<file path="config.mk">
export PLATFORM = sky130hd
export DESIGN_NAME = parking_space_allocator_flat
export DESIGN_NICKNAME = d
export VERILOG_FILES = /design/src/rtl/parking_space_allocator_pkg.sv /design/src/rtl/parking_space_allocator_if.sv /design/src/rtl/parking_space_allocator_slot_bank.sv /design/src/rtl/parking_space_allocator.sv /design/src/flat_wrapper.sv
export SDC_FILE = /design/constraint.sdc
export NUM_CORES = 1
export LEC_CHECK = 0
export ABC_AREA = 1
export ABC_CLOCK_PERIOD_IN_PS = 2600
export BUFFER_PORTS_ARGS = -buffer_cell sky130_fd_sc_hd__buf_4
export CORE_MARGIN = 2
export CORE_UTILIZATION = 32
export CTS_CLUSTER_SIZE = 40
export DETAILED_ROUTE_END_ITERATION = 7
export PLACE_DENSITY = 0.56
export SLEW_MARGIN = 20
export SYNTH_ARGS = -nofsm -noshare
export SYNTH_HDL_FRONTEND = slang
export SYNTH_SLANG_ARGS = --single-unit
</file>
<file path="constraint.sdc">
create_clock -name clock -period 2.6 [get_ports clock]
set_input_delay 0.65 -clock clock [delete_from_list [all_inputs] [get_ports clock]]
set_output_delay 0.65 -clock clock [all_outputs]
set_load 0.02 [all_outputs]
</file>
<file path="src/rtl/parking_space_allocator_pkg.sv">
// Shared definitions for the parking space allocator: bank encodings, time width,
// after-hours threshold and the request-serving state type.
package parking_space_allocator_pkg;

    localparam logic BANK_P = 1'b0;
    localparam logic BANK_Q = 1'b1;

    localparam int TIME_W = 8;

    // Upper time nibble at which the upstream manager routes cars to the P bank
    localparam logic [3:0] AFTER_HOURS_NIBBLE = 4'b1111;

    typedef enum logic [1:0] {
        ST_IDLE   = 2'd0,
        ST_SERVE  = 2'd1,
        ST_PEND_P = 2'd2,
        ST_PEND_Q = 2'd3
    } serve_state_t;

    function automatic logic is_after_hours(input logic [TIME_W-1:0] t);
        return t[7:4] == AFTER_HOURS_NIBBLE;
    endfunction

endpackage

</file>
<file path="src/rtl/parking_space_allocator_if.sv">
// Request/result bus between the register manager, the allocator and the fee stage.
interface parking_space_allocator_if #(parameter int TIME_W = 8);

    logic              P_register_enable;
    logic              Q_register_enable;
    logic [TIME_W-1:0] time_data;
    logic              exit_request;
    logic              exit_bank;
    logic [2:0]        exit_slot;

    logic              grant_valid;
    logic              grant_bank;
    logic [2:0]        grant_slot;
    logic              reject;
    logic              exit_valid;
    logic [TIME_W-1:0] exit_duration;
    logic              exit_error;
    logic [3:0]        P_count;
    logic [3:0]        Q_count;
    logic              P_full;
    logic              Q_full;

    modport master (
        output P_register_enable, Q_register_enable, time_data,
               exit_request, exit_bank, exit_slot,
        input  grant_valid, grant_bank, grant_slot, reject,
               exit_valid, exit_duration, exit_error,
               P_count, Q_count, P_full, Q_full
    );

    modport slave (
        input  P_register_enable, Q_register_enable, time_data,
               exit_request, exit_bank, exit_slot,
        output grant_valid, grant_bank, grant_slot, reject,
               exit_valid, exit_duration, exit_error,
               P_count, Q_count, P_full, Q_full
    );

endinterface

</file>
<file path="src/rtl/parking_space_allocator_slot_bank.sv">
// One bank of parking slots: occupancy, entry times, lowest-free-slot search,
// occupancy count and parked-duration calculation.
module parking_space_allocator_slot_bank #(
    parameter int N_SLOTS = 4,
    parameter int TIME_W  = 8
) (
    input  logic              clock,
    input  logic              reset,
    input  logic              alloc_req,
    input  logic [TIME_W-1:0] time_now,
    input  logic              exit_req,
    input  logic [2:0]        exit_slot,
    output logic              alloc_ok,
    output logic [2:0]        alloc_slot,
    output logic              exit_ok,
    output logic [TIME_W-1:0] exit_duration,
    output logic [3:0]        count,
    output logic              full
);

    logic [N_SLOTS-1:0] occ_q, occ_d;
    logic [TIME_W-1:0]  entry_q [N_SLOTS];
    logic [TIME_W-1:0]  entry_d [N_SLOTS];
    logic [3:0]         count_q, count_d;
    logic               full_q, full_d;
    logic               alloc_do, exit_do;

    // Descending scan so the lowest free index is the one left standing
    always_comb begin
        alloc_ok   = 1'b0;
        alloc_slot = 3'd0;
        for (int i = N_SLOTS - 1; i >= 0; i--) begin
            if (!occ_q[i]) begin
                alloc_ok   = 1'b1;
                alloc_slot = 3'(i);
            end
        end
    end

    // Indices at or beyond N_SLOTS match no entry and therefore report not-ok
    always_comb begin
        exit_ok       = 1'b0;
        exit_duration = '0;
        for (int i = 0; i < N_SLOTS; i++) begin
            if (exit_slot == 3'(i)) begin
                exit_ok       = occ_q[i];
                exit_duration = time_now - entry_q[i];
            end
        end
    end

    assign alloc_do = alloc_req & alloc_ok;
    assign exit_do  = exit_req & exit_ok;

    always_comb begin
        occ_d   = occ_q;
        entry_d = entry_q;
        for (int i = 0; i < N_SLOTS; i++) begin
            if (alloc_do && alloc_slot == 3'(i)) begin
                occ_d[i]   = 1'b1;
                entry_d[i] = time_now;
            end
            if (exit_do && exit_slot == 3'(i)) begin
                occ_d[i] = 1'b0;
            end
        end
        count_d = count_q + 4'(alloc_do) - 4'(exit_do);
        full_d  = (count_d == 4'(N_SLOTS));
    end

    always_ff @(posedge clock or negedge reset) begin
        if (!reset) begin
            occ_q   <= '0;
            count_q <= '0;
            full_q  <= 1'b0;
            for (int i = 0; i < N_SLOTS; i++) begin
                entry_q[i] <= '0;
            end
        end else begin
            occ_q   <= occ_d;
            entry_q <= entry_d;
            count_q <= count_d;
            full_q  <= full_d;
        end
    end

    assign count = count_q;
    assign full  = full_q;

endmodule

</file>
<file path="src/rtl/parking_space_allocator.sv">
// Assigns P/Q bank slots on rising edges of the manager's enables, serving one
// request per cycle (P before Q), and releases slots with a parked-duration report.
module parking_space_allocator #(
    parameter int P_SLOTS = 4,
    parameter int Q_SLOTS = 8,
    parameter int TIME_W  = 8
) (
    input logic                     clock,
    input logic                     reset,
    parking_space_allocator_if.slave bus
);

    import parking_space_allocator_pkg::*;

    serve_state_t      state_q, state_d;
    logic              p_prev_q, q_prev_q;
    logic              p_rise, q_rise;
    logic              serve_p, serve_q;

    logic              p_alloc_ok, q_alloc_ok;
    logic [2:0]        p_free_slot, q_free_slot;
    logic              p_exit_req, q_exit_req;
    logic              p_exit_ok, q_exit_ok;
    logic [TIME_W-1:0] p_duration, q_duration;

    logic              grant_valid_q, grant_valid_d;
    logic              grant_bank_q, grant_bank_d;
    logic [2:0]        grant_slot_q, grant_slot_d;
    logic              reject_q, reject_d;
    logic              exit_valid_q, exit_valid_d;
    logic [TIME_W-1:0] exit_duration_q, exit_duration_d;
    logic              exit_error_q, exit_error_d;

    assign p_rise = bus.P_register_enable & ~p_prev_q;
    assign q_rise = bus.Q_register_enable & ~q_prev_q;

    // A held-over request always goes before fresh edges; a fresh edge that
    // loses arbitration becomes the (single) held-over request
    always_comb begin
        serve_p = 1'b0;
        serve_q = 1'b0;
        state_d = ST_IDLE;
        case (state_q)
            ST_PEND_Q: begin
                serve_q = 1'b1;
                state_d = p_rise ? ST_PEND_P : ST_SERVE;
            end
            ST_PEND_P: begin
                serve_p = 1'b1;
                state_d = q_rise ? ST_PEND_Q : ST_SERVE;
            end
            default: begin
                if (p_rise) begin
                    serve_p = 1'b1;
                    state_d = q_rise ? ST_PEND_Q : ST_SERVE;
                end else if (q_rise) begin
                    serve_q = 1'b1;
                    state_d = ST_SERVE;
                end
            end
        endcase
    end

    always_comb begin
        grant_valid_d = 1'b0;
        grant_bank_d  = BANK_P;
        grant_slot_d  = 3'd0;
        reject_d      = 1'b0;
        if (serve_p) begin
            grant_bank_d  = BANK_P;
            grant_valid_d = p_alloc_ok;
            reject_d      = ~p_alloc_ok;
            grant_slot_d  = p_alloc_ok ? p_free_slot : 3'd0;
        end else if (serve_q) begin
            grant_bank_d  = BANK_Q;
            grant_valid_d = q_alloc_ok;
            reject_d      = ~q_alloc_ok;
            grant_slot_d  = q_alloc_ok ? q_free_slot : 3'd0;
        end
    end

    assign p_exit_req = bus.exit_request & (bus.exit_bank == BANK_P);
    assign q_exit_req = bus.exit_request & (bus.exit_bank == BANK_Q);

    always_comb begin
        exit_valid_d    = (p_exit_req & p_exit_ok) | (q_exit_req & q_exit_ok);
        exit_error_d    = bus.exit_request & ~exit_valid_d;
        exit_duration_d = '0;
        if (exit_valid_d) begin
            exit_duration_d = (bus.exit_bank == BANK_Q) ? q_duration : p_duration;
        end
    end

    always_ff @(posedge clock or negedge reset) begin
        if (!reset) begin
            state_q         <= ST_IDLE;
            p_prev_q        <= 1'b0;
            q_prev_q        <= 1'b0;
            grant_valid_q   <= 1'b0;
            grant_bank_q    <= 1'b0;
            grant_slot_q    <= 3'd0;
            reject_q        <= 1'b0;
            exit_valid_q    <= 1'b0;
            exit_duration_q <= '0;
            exit_error_q    <= 1'b0;
        end else begin
            state_q         <= state_d;
            p_prev_q        <= bus.P_register_enable;
            q_prev_q        <= bus.Q_register_enable;
            grant_valid_q   <= grant_valid_d;
            grant_bank_q    <= grant_bank_d;
            grant_slot_q    <= grant_slot_d;
            reject_q        <= reject_d;
            exit_valid_q    <= exit_valid_d;
            exit_duration_q <= exit_duration_d;
            exit_error_q    <= exit_error_d;
        end
    end

    parking_space_allocator_slot_bank #(
        .N_SLOTS(P_SLOTS),
        .TIME_W (TIME_W)
    ) u_p_bank (
        .clock        (clock),
        .reset        (reset),
        .alloc_req    (serve_p),
        .time_now     (bus.time_data),
        .exit_req     (p_exit_req),
        .exit_slot    (bus.exit_slot),
        .alloc_ok     (p_alloc_ok),
        .alloc_slot   (p_free_slot),
        .exit_ok      (p_exit_ok),
        .exit_duration(p_duration),
        .count        (bus.P_count),
        .full         (bus.P_full)
    );

    parking_space_allocator_slot_bank #(
        .N_SLOTS(Q_SLOTS),
        .TIME_W (TIME_W)
    ) u_q_bank (
        .clock        (clock),
        .reset        (reset),
        .alloc_req    (serve_q),
        .time_now     (bus.time_data),
        .exit_req     (q_exit_req),
        .exit_slot    (bus.exit_slot),
        .alloc_ok     (q_alloc_ok),
        .alloc_slot   (q_free_slot),
        .exit_ok      (q_exit_ok),
        .exit_duration(q_duration),
        .count        (bus.Q_count),
        .full         (bus.Q_full)
    );

    assign bus.grant_valid   = grant_valid_q;
    assign bus.grant_bank    = grant_bank_q;
    assign bus.grant_slot    = grant_slot_q;
    assign bus.reject        = reject_q;
    assign bus.exit_valid    = exit_valid_q;
    assign bus.exit_duration = exit_duration_q;
    assign bus.exit_error    = exit_error_q;

endmodule

</file>
<file path="src/flat_wrapper.sv">
// flat-port wrapper written by rule: the top's interface ports become plain ports
module parking_space_allocator_flat import parking_space_allocator_pkg::*;
#(
    parameter int P_SLOTS = 4,
    parameter int Q_SLOTS = 8,
    parameter int TIME_W  = 8
)
  (clock, reset, bus_P_register_enable, bus_Q_register_enable, bus_time_data, bus_exit_request, bus_exit_bank, bus_exit_slot, bus_grant_valid, bus_grant_bank, bus_grant_slot, bus_reject, bus_exit_valid, bus_exit_duration, bus_exit_error, bus_P_count, bus_Q_count, bus_P_full, bus_Q_full);
  parking_space_allocator_if #(.TIME_W(TIME_W)) bus_i ();
  input logic clock;
  input logic reset;
  input wire logic [$bits(bus_i.P_register_enable)-1:0] bus_P_register_enable;
  input wire logic [$bits(bus_i.Q_register_enable)-1:0] bus_Q_register_enable;
  input wire logic [$bits(bus_i.time_data)-1:0] bus_time_data;
  input wire logic [$bits(bus_i.exit_request)-1:0] bus_exit_request;
  input wire logic [$bits(bus_i.exit_bank)-1:0] bus_exit_bank;
  input wire logic [$bits(bus_i.exit_slot)-1:0] bus_exit_slot;
  output wire logic [$bits(bus_i.grant_valid)-1:0] bus_grant_valid;
  output wire logic [$bits(bus_i.grant_bank)-1:0] bus_grant_bank;
  output wire logic [$bits(bus_i.grant_slot)-1:0] bus_grant_slot;
  output wire logic [$bits(bus_i.reject)-1:0] bus_reject;
  output wire logic [$bits(bus_i.exit_valid)-1:0] bus_exit_valid;
  output wire logic [$bits(bus_i.exit_duration)-1:0] bus_exit_duration;
  output wire logic [$bits(bus_i.exit_error)-1:0] bus_exit_error;
  output wire logic [$bits(bus_i.P_count)-1:0] bus_P_count;
  output wire logic [$bits(bus_i.Q_count)-1:0] bus_Q_count;
  output wire logic [$bits(bus_i.P_full)-1:0] bus_P_full;
  output wire logic [$bits(bus_i.Q_full)-1:0] bus_Q_full;
  assign bus_i.P_register_enable = bus_P_register_enable;
  assign bus_i.Q_register_enable = bus_Q_register_enable;
  assign bus_i.time_data = bus_time_data;
  assign bus_i.exit_request = bus_exit_request;
  assign bus_i.exit_bank = bus_exit_bank;
  assign bus_i.exit_slot = bus_exit_slot;
  assign bus_grant_valid = bus_i.grant_valid;
  assign bus_grant_bank = bus_i.grant_bank;
  assign bus_grant_slot = bus_i.grant_slot;
  assign bus_reject = bus_i.reject;
  assign bus_exit_valid = bus_i.exit_valid;
  assign bus_exit_duration = bus_i.exit_duration;
  assign bus_exit_error = bus_i.exit_error;
  assign bus_P_count = bus_i.P_count;
  assign bus_Q_count = bus_i.Q_count;
  assign bus_P_full = bus_i.P_full;
  assign bus_Q_full = bus_i.Q_full;
  parking_space_allocator #(.P_SLOTS(P_SLOTS), .Q_SLOTS(Q_SLOTS), .TIME_W(TIME_W)) u_core (.clock(clock), .reset(reset), .bus(bus_i));
endmodule
</file>
==> results.json <==
{
  "min_period_ns": 2.55,
  "syn_to_final_growth_pct": 29.9,
  "grt_overflow_total": 0,
  "ff2ff_path_depth": 14,
  "clock-sinks": 138,
  "cp.arrival_ns": 2.87,
  "die_x_um": 177,
  "holdBufCountCts": 0,
  "gp_congestion": 0.903,
  "rows": 63,
  "die_h_um": 177,
  "fin_hold_ws_ns": 0.152,
  "core-area_um2": 29600,
  "dieArea_um2": 31400,
  "synth-edff-count": 0,
  "fin_skew_ns": 0.0158,
  "crit_path_start_kind": "input pin",
  "antenna_left": 0,
  "critPathMaxFanout": 5,
  "nFillCells": 2960,
  "grt_pass1_wl_mm": 44.8,
  "syn_inst": 1255,
  "synth_nets": 1378,
  "required_ns": 2.93,
  "finalSetupViolCount": 0,
  "dominantRegCellSynth": "dfrtp_1",
  "final-max-slew-violation-count": 0,
  "final_nets": 1574,
  "ys_types": 47,
  "yosysSeqAreaShare": 0.360,
  "synthArstFlopShare": 1.00,
  "final_cells": 1854,
  "htree_levels": 4,
  "dr.pass1.iters": 5,
  "initial_core_util": 0.325,
  "synth.ff_latch_count": 138,
  "drc_errors": 0,
  "grt_pass1_vias": 8412,
  "hpwl_mm": 21.8,
  "ir_drop_mv": 0.578,
  "cts_buffers": 17,
  "synth_area_um2": 9610,
  "wl_per_cell_um": 15.6,
  "finalHoldViolations": 0,
  "max-slew-margin-rel": 0.675,
  "tns_ns": 0,
  "io_pins": 43,
  "clockBufferDepth": 2,
  "stdcell_area_um2": 12500,
  "fin_crit_sh": 0.979,
  "cts_tree": "yes",
  "cts-root-buf": "clkbuf_16",
  "maxCapViolCount": 0,
  "drtIter0Drc": 595,
  "ys_warn_count": 0,
  "routed_via_density": 4.75,
  "antenna_found_initial": 0,
  "io_buffers": 42,
  "drive_above_1_share": 0.223,
  "reg2reg_slack_ns": 0.11,
  "p_leak_uw": 0.00632,
  "p_per_area_nw_per_um2": 1050,
  "tightest_slew_ns": 0.487,
  "rsz0062_at_grt": "true",
  "place_inst": 1809,
  "min_path_type": "input pin to async pin",
  "grtUsageTotal": 0.186,
  "placed_area_um2": 11600,
  "fin_util": 0.422,
  "synth_area_per_cell_um2": 7.65,
  "crit_path_end_kind": "flop",
  "drt-total-wl_mm": 28.8,
  "num_vias": 8801,
  "status": "completed",
  "clk_pin_slew_ns": 0.07,
  "clk_latency_ns": 0.44,
  "antennaDiodeCount": 0,
  "max_freq_mhz": 393,
  "grt_max_degree": 43,
  "worst-setup-path-type": "input pin to flop"
}
final timing paths:
| check | start | to |
|---|---|---|
| setup / recovery | bus_time_data[0] | u_core.bus.exit_duration[6]$_DFF_PN0_ |
| hold reg to reg | u_core.u_q_bank.entry_q[6]$_DFFE_PN0P_ | u_core.u_q_bank.entry_q[6]$_DFFE_PN0P_ |
| min in group clock | bus_P_register_enable | u_core.p_prev_q$_DFF_PN0_ |
| hold / removal | reset | u_core.u_q_bank.occ_q[3]$_DFFE_PN0P_ |
| max in group asynchronous | reset | u_core.bus.exit_duration[1]$_DFF_PN0_ |
| setup reg to reg | u_core.u_q_bank.occ_q[0]$_DFFE_PN0P_ | u_core.u_q_bank.full$_DFF_PN0_ |
Yosys cell counts, drive strengths merged, types with 2 or more instances:
| cell type | n | area, um2 |
|---|---|---|
| nand2 | 287 | 1090 |
| inv | 225 | 845 |
| o21ai | 147 | 736 |
| dfrtp | 138 | 3450 |
| ha | 92 | 1150 |
| nor2 | 75 | 314 |
| a21oi | 65 | 344 |
| nand3 | 43 | 215 |
| xnor2 | 27 | 236 |
| xor2 | 20 | 175 |
| clkbuf | 16 | 61.3 |
| o22ai | 16 | 100 |
| fa | 14 | 280 |
| buf | 13 | 67.6 |
| o211ai | 10 | 80.1 |
| nor3 | 9 | 45.0 |
| or2 | 9 | 56.3 |
| a31oi | 8 | 50.1 |
| a21o | 6 | 45.0 |
| nand4 | 6 | 37.5 |
| o221ai | 5 | 43.8 |
| a22oi | 4 | 30.0 |
| o31ai | 3 | 22.5 |
| a211oi | 2 | 15.0 |
| and2 | 2 | 12.5 |
| nand3b | 2 | 15.0 |
| nor4 | 2 | 12.5 |
| o21a | 2 | 15.0 |
power breakdown:
part | internal (uW) | switching, uW | leakage, uW
sequential | 3020 | 443 | 0.00168
clock | 1300 | 1080 | 0.000270
combinational | 3290 | 3960 | 0.00438
total | 7610 | 5480 | 0.00632
kinds of logic after synthesis:
logic type,synth area share
xor+xnor,0.0429
fa+ha+maj,0.149
compound gates,0.159
flops,0.360
simple gates,0.188
buf+inv,0.102
state kept, by name, indices dropped and copies added (netlist names):
| signal | flops |
|---|---|
| u_core.bus.exit_duration | 8 |
| u_core.bus.exit_error | 1 |
| u_core.bus.exit_valid | 1 |
| u_core.bus.grant_bank | 1 |
| u_core.bus.grant_slot | 3 |
| u_core.bus.grant_valid | 1 |
| u_core.bus.reject | 1 |
| u_core.p_prev_q | 1 |
| u_core.q_prev_q | 1 |
| u_core.state_q | 2 |
| u_core.u_p_bank.count | 4 |
| u_core.u_p_bank.entry_q | 32 |
| u_core.u_p_bank.full | 1 |
| u_core.u_p_bank.occ_q | 4 |
| u_core.u_q_bank.count | 4 |
| u_core.u_q_bank.entry_q | 64 |
| u_core.u_q_bank.full | 1 |
| u_core.u_q_bank.occ_q | 8 |
routing by layer:
metal | track usage | wire, um | vias to the layer above
met1 | 0.257 | 13700 | 4128
met5 | 0 | 0 | -
li1 | - | - | 4448
met4 | 0.0482 | 500 | 0
met2 | 0.310 | 13500 | 196
met3 | 0.0200 | 1190 | 29
critical path: stages:
cell and delay, ns:
buf_6 0.07, clkinvlp_4 0.17, buf_12 0.20, buf_6 0.12
ha_4 0.15, inv_2 0.06, fa_2 0.21, nand2_2 0.06
a21oi_2 0.17, nand3_1 0.10, nand2_1 0.09, a21oi_1 0.07
o21ai_1 0.09, o211ai_1 0.13, nand2_1 0.12, nand2_2 0.07
o21ai_2 0.16, nand2_1 0.07, nand2_1 0.07, a21oi_2 0.05
stage by stage:
step	total power [uW]	setup slack (ns)
2_1_floorplan	7920	-0.150
3_3_place_gp	10200	-0.492
5_1_grt	14300	-0.101
3_5_place_dp	10300	-0.486
6_report	13100	0.0535
4_1_cts	12700	0.00928
cell type report:
class | count | area [um2] | area share
well taps | 390 | 488 | 0.0391
inverters | 226 | 860 | 0.0689
clock inverters | 13 | 111 | 0.00892
repair buffers | 206 | 1700 | 0.136
multi-input cells | 862 | 5420 | 0.434
clock buffers | 19 | 453 | 0.0363
flip-flops and latches | 138 | 3450 | 0.277
cells in the final DEF, fill, tap and decap left out, types with 6 or more instances in the layout:
master	synthesis	layout
xnor2_1	27	27
nor3_1	9	9
o22ai_1	16	15
or2_2	8	6
o21ai_0	145	129
nor2_1	66	62
buf_6	0	6
nor2_2	7	10
a21o_1	6	6
nand2_1	284	273
nand2_2	1	11
a31oi_1	8	8
ha_1	92	87
a21oi_2	2	13
nand3_1	43	40
fa_1	14	6
inv_2	4	11
o211ai_1	9	9
buf_12	0	7
a21oi_1	62	49
dfrtp_1	138	138
clkbuf_16	0	19
buf_4	1	190
inv_1	221	211
o21ai_1	2	17
nand4_1	6	6
fa_2	0	8
xor2_1	20	19
repair_timing:
action	in CTS	in global routing
endpoints found under the setup margin	2	7
pin swaps	2	38
cloned	0	3
resized for setup	3	72
setup buffers	0	10
(Power assumes the default switching activity.)
